<file path="src/rtl/sync_fifo_pkg.sv">
// Shared types and defaults for the synchronous FIFO.
// Holds data width, default depth, pointer width and the data type.
package sync_fifo_pkg;
  localparam int DATA_W    = 8;
  localparam int DEPTH_DEF = 16;
  localparam int PTR_W     = $clog2(DEPTH_DEF);
  typedef logic [DATA_W-1:0] data_t;
endpackage

</file>
<file path="src/rtl/sync_fifo_mem.sv">
// Register array with one write port and one registered read port.
// Ports: clk, rstn, we_i/waddr_i/wdata_i, re_i/raddr_i, rdata_o.
module sync_fifo_mem
  import sync_fifo_pkg::*;
#(
  parameter int DW    = sync_fifo_pkg::DATA_W,
  parameter int DEPTH = sync_fifo_pkg::DEPTH_DEF,
  parameter int AW    = $clog2(DEPTH)
) (
  input  logic          clk,
  input  logic          rstn,
  input  logic          we_i,
  input  logic [AW-1:0] waddr_i,
  input  logic [DW-1:0] wdata_i,
  input  logic          re_i,
  input  logic [AW-1:0] raddr_i,
  output logic [DW-1:0] rdata_o
);

  logic [DW-1:0] mem_q [DEPTH];
  logic [DW-1:0] rdata_q;

  // Storage carries no reset; only the read register does.
  always_ff @(posedge clk) begin
    if (we_i) mem_q[waddr_i] <= wdata_i;
  end

  always_ff @(posedge clk or negedge rstn) begin
    if (!rstn) rdata_q <= '0;
    else if (re_i) rdata_q <= mem_q[raddr_i];
  end

  assign rdata_o = rdata_q;

endmodule

</file>
<file path="src/rtl/sync_fifo.sv">
// Single-clock FIFO: pointers, occupancy count, flag decode.
// Ports: clk, rstn, i_wren/i_wrdata, i_rden, o_rddata, status flags.
// Option SYNC_FIFO_ERR_EN adds sticky o_ovf / o_udf.
module sync_fifo
  import sync_fifo_pkg::*;
#(
  parameter int DATA_W       = sync_fifo_pkg::DATA_W,
  parameter int DEPTH        = sync_fifo_pkg::DEPTH_DEF,
  parameter int ALM_EMPTY_TH = 2,
  parameter int ALM_FULL_TH  = DEPTH - 2
) (
  input  logic              clk,
  input  logic              rstn,
  input  logic              i_wren,
  input  logic [DATA_W-1:0] i_wrdata,
  input  logic              i_rden,
  output logic [DATA_W-1:0] o_rddata,
  output logic              o_empty,
  output logic              o_alm_empty,
  output logic              o_alm_full,
  output logic              o_full
`ifdef SYNC_FIFO_ERR_EN
  ,
  output logic              o_ovf,
  output logic              o_udf
`endif
);

  localparam int AW = $clog2(DEPTH);
  localparam int CW = AW + 1;

  logic [AW-1:0] wptr_q, wptr_d;
  logic [AW-1:0] rptr_q, rptr_d;
  logic [CW-1:0] cnt_q, cnt_d;
  logic          wr_acc;
  logic          rd_acc;

  // Flags come from the count register only.
  assign o_empty     = (cnt_q == '0);
  assign o_full      = (cnt_q == CW'(DEPTH));
  assign o_alm_empty = (cnt_q <= CW'(ALM_EMPTY_TH));
  assign o_alm_full  = (cnt_q >= CW'(ALM_FULL_TH));

  assign wr_acc = i_wren && !o_full;
  assign rd_acc = i_rden && !o_empty;

  always_comb begin
    wptr_d = wptr_q;
    rptr_d = rptr_q;
    cnt_d  = cnt_q;
    if (wr_acc) wptr_d = wptr_q + AW'(1);
    if (rd_acc) rptr_d = rptr_q + AW'(1);
    unique case ({wr_acc, rd_acc})
      2'b10:   cnt_d = cnt_q + CW'(1);
      2'b01:   cnt_d = cnt_q - CW'(1);
      default: cnt_d = cnt_q;
    endcase
  end

  always_ff @(posedge clk or negedge rstn) begin
    if (!rstn) begin
      wptr_q <= '0;
      rptr_q <= '0;
      cnt_q  <= '0;
    end else begin
      wptr_q <= wptr_d;
      rptr_q <= rptr_d;
      cnt_q  <= cnt_d;
    end
  end

  sync_fifo_mem #(
    .DW    (DATA_W),
    .DEPTH (DEPTH),
    .AW    (AW)
  ) u_mem (
    .clk     (clk),
    .rstn    (rstn),
    .we_i    (wr_acc),
    .waddr_i (wptr_q),
    .wdata_i (i_wrdata),
    .re_i    (rd_acc),
    .raddr_i (rptr_q),
    .rdata_o (o_rddata)
  );

`ifdef SYNC_FIFO_ERR_EN
  logic ovf_q, ovf_d;
  logic udf_q, udf_d;

  always_comb begin
    ovf_d = ovf_q || (i_wren && o_full);
    udf_d = udf_q || (i_rden && o_empty);
  end

  always_ff @(posedge clk or negedge rstn) begin
    if (!rstn) begin
      ovf_q <= 1'b0;
      udf_q <= 1'b0;
    end else begin
      ovf_q <= ovf_d;
      udf_q <= udf_d;
    end
  end

  assign o_ovf = ovf_q;
  assign o_udf = udf_q;
`endif

endmodule

</file>
<file path="config.mk">
export PLATFORM = sky130hd
export DESIGN_NAME = sync_fifo
export DESIGN_NICKNAME = d
export VERILOG_FILES = /design/src/rtl/sync_fifo_pkg.sv /design/src/rtl/sync_fifo_mem.sv /design/src/rtl/sync_fifo.sv
export SDC_FILE = /design/constraint.sdc
export NUM_CORES = 1
export LEC_CHECK = 0
export BUFFER_PORTS_ARGS = -buffer_cell sky130_fd_sc_hd__buf_2
export CORE_MARGIN = 2
export CORE_UTILIZATION = 60
export DETAILED_ROUTE_END_ITERATION = 16
export PLACE_DENSITY = 0.79
export SYNTH_ARGS = -nofsm -noshare
export SYNTH_HDL_FRONTEND = slang
export SYNTH_SLANG_ARGS = --single-unit
export TNS_END_PERCENT = 20
</file>
<file path="constraint.sdc">
create_clock -name clk -period 3.3 [get_ports clk]
set_clock_uncertainty 0.1 [all_clocks]
set_input_delay 0.66 -clock clk [delete_from_list [all_inputs] [get_ports clk]]
set_output_delay 0.66 -clock clk [all_outputs]
set_load 0.02 [all_outputs]
</file>
==> summary.md <==
| Metric | Value |
|---|---|
| Outcome | `completed` |
| Unique masters post-synth | `32` |
| Vias/cell | `5.92` |
| Width of the die | `104 µm` |
| Synthesis Warnings | `0` |
| Fmax | `324 MHz` |
| Cells after DPL | `472` |
| Post-CTS Setup Inserts | `0` |
| Fin area | `6870 µm²` |
| Fin crit period | `3.09 ns` |
| Layout Area Growth over Synthesis | `15.5%` |
| Cell count after synthesis | `317` |
| Global-route wire length before repair | `17.5 mm` |
| Setup tns final | `0 ns` |
| Final net count | `381` |
| Clk sink count | `149` |
| WL per Instance | `21.6 µm` |
| PnR Total Power | `0.00613 W` |
| H-tree Lvls | `4` |
| Dominant cell by count in the synthesized netlist | `edfxtp_1` |
| Max-cap violations | `0` |
| Die area | `10700 µm²` |
| Placed Area | `6260 µm²` |
| Clk pin slew, worst setup/hold paths | `0.06 ns` |
| Setup Viol. Count Final | `0` |
| Critical Path Most Common Cell | `or3_1` |
| CP startpoint kind | `flip-flop` |
| Fin. max-slew vios | `0` |
| Core area | `9680 µm²` |
| Largest net degree at the start of global routing | `22` |
| CP Class | `reg2reg` |
| CP max stage delay | `0.45 ns` |
| Synth area leader | `edfxtp_1` |
| DIE HEIGHT | `104 µm` |
| Final ANT Viol Nets | `0` |
| Cell Pwr Density | `893 nW/µm²` |
| Root buffer cell | `clkbuf_8` |
| LEAKAGE | `2.43 nW` |
| Via count | `2988` |
| Largest delay contributor family on the critical path | `simple AND/OR/NAND/NOR gates` |
| Worst hold path class | `reg2reg` |
| Crit-path cells | `or3_1 > or3_1 > nand2_1 > inv_1 > ha_2 > ha_1 > nor2b_1 > o21ai_1 > a21oi_1 > or3b_2 > xnor2_1` |
| CP Buf/Inv Count | `1` |
| Synth Net Count | `339` |
| EDFF count, synth | `128` |
| Tcrit/Tclk final | `0.935` |
| Non-Filler Instances | `505` |
| Async S/R FF share, synth | `0.141` |
| I/O pin total | `24` |
| Sequential-to-total area share from yosys stat | `0.735` |
| DRT Wirelength | `10.9 mm` |
| Port Buffers | `23` |
| CP endpoint kind | `flip-flop` |
| Diode count | `0` |
| Final Hold Fails | `0` |
| Worst Tran Pin Value | `0.801 ns` |
| Initial antenna violation count | `0` |
| Share of the synthesized area in the top cell type | `0.647` |
| Starting Density | `0.614` |
| Top cells by area, synth | `edfxtp_1 (65%), mux4_2 (13%), dfrtp_1 (8.8%)` |
| Main synth FF type | `edfxtp_1` |
| Placer Congestion | `0.746` |
| HPWL Detailed | `6.82 mm` |
| Row count | `36` |
| CTS tree | `yes` |
| Share of post-route cells with drive strength above 1 | `0.282` |
| Hold Slack | `0.373 ns` |
| Commonest cells in the synthesized netlist | `edfxtp_1 (128), mux4_2 (33), nand2_1 (28), dfrtp_1 (21), nor2_1 (12)` |
| Worst Path Required | `3.61 ns` |
| Synth Cell Area | `5940 µm²` |
| Relative slew margins | `0.464` |
| 1st-pass router iterations | `5` |
| Total GRT Usage | `0.226` |
| Unrepaired setup endpoints after global routing | `false` |
| DRC Markers | `0` |
| Peak supply drop | `0.446 mV` |
| CTS Buf Count | `17` |
| Slowest cell on crit path | `or3b_2` |
| Initial DRC Count | `237` |
| GRT overflow | `0` |
| Syn Area/Cell | `18.7 µm²` |
| Flops & latches, synth | `149` |
| Clock tree buffer depth | `2` |
| Worst-Skew Late Latency | `0.53 ns` |
| CP Data Arrival Time | `3.40 ns` |
| Number of global-route vias before repair | `3078` |
| CP max FO | `5` |
[path summary, 6_finish.rpt]
kind	from	to	slack, ns	cells after the start
hold reg to reg	u_mem.rdata_o[1]	u_mem.rdata_o[1]	0.37	2
max in group asynchronous	rstn	wptr_q[3]	2.26	2
hold / removal	u_mem.rdata_o[1]	u_mem.rdata_o[1]	0.37	2
setup / recovery	cnt_q[4]	cnt_q[4]	0.21	11
setup reg to reg	cnt_q[4]	cnt_q[4]	0.21	11
min in group asynchronous	rstn	cnt_q[1]	0.51	2
[logic make-up (layout without fill, tap and decap cells)]
family,after synthesis,count (layout),synth area share
adder cells (fa/ha/maj),10,10,0.0223
AND/OR/NAND/NOR,57,57,0.0425
multiplexers,42,42,0.140
XOR/XNOR,10,10,0.0147
buffers and inverters,26,81,0.0200
flip-flops,149,149,0.735
AO/OA/AOI/OAI,23,23,0.0248
[cell usage in the layout, fill, tap and decap left out, types with 3 or more instances in the layout]
cell type	n
nor3_1	4
clkbuf_1	3
nor2_1	12
mux4_2	33
a21oi_1	3
nand2_1	28
buf_4	15
clkbuf_16	19
xnor2_1	8
o21ai_0	10
inv_1	10
edfxtp_1	128
buf_2	23
mux2i_1	8
nand2b_1	3
o221ai_1	7
dfrtp_1	21
ha_1	8
[cell type report]
type | count | area, µm²
Fill cell | 585 | 2820
Timing Repair Buffer | 39 | 238
Clock inverter | 8 | 82.6
Multi-Input combinational cell | 142 | 1460
Sequential cell | 149 | 4370
Inverter | 10 | 37.5
Tap cell | 133 | 166
Clock buffer | 24 | 514
[tightest hold or removal path: stages (launching register included)]
cell and delay (ns):
dfrtp_1 0.34, nand2_1 0.05, o21ai_0 0.06
[repair_timing]
item                                    CTS  global route
hold buffers                              1             0
endpoints found under the setup margin    0             1
gates resized for setup                   0             2
endpoints found under the hold margin    21             0
[state kept, by name, summed over array words and instances, names as in the netlist]
| name | count |
|---|---|
| u_mem.mem_q | 128 |
| rptr_q | 4 |
| wptr_q | 4 |
| u_mem.rdata_o | 8 |
| cnt_q | 5 |
[metrics by stage]
stage               setup WS (ns)  utilization
floorplan                   0.218            -
global placement            0.195        0.646
detailed placement          0.124        0.646
CTS                         0.123        0.709
global route               0.0395        0.709
finish                      0.215        0.709
[where the power goes]
| group | switching, W | internal [W] |
|---|---|---|
| registers | 0.000237 | 0.00234 |
| logic | 0.000872 | 0.000780 |
| clock network | 0.000731 | 0.00116 |
[metal layers]
metal  GRT usage  wire [µm]  up-vias
li1            -          -     1325
met1       0.306       4690     1543
met4      0.0946        180        0
met3      0.0667        585       19
met2       0.349       5440      101
met5           0          0        -
No activity file was read; power rests on OpenSTA's default activity.
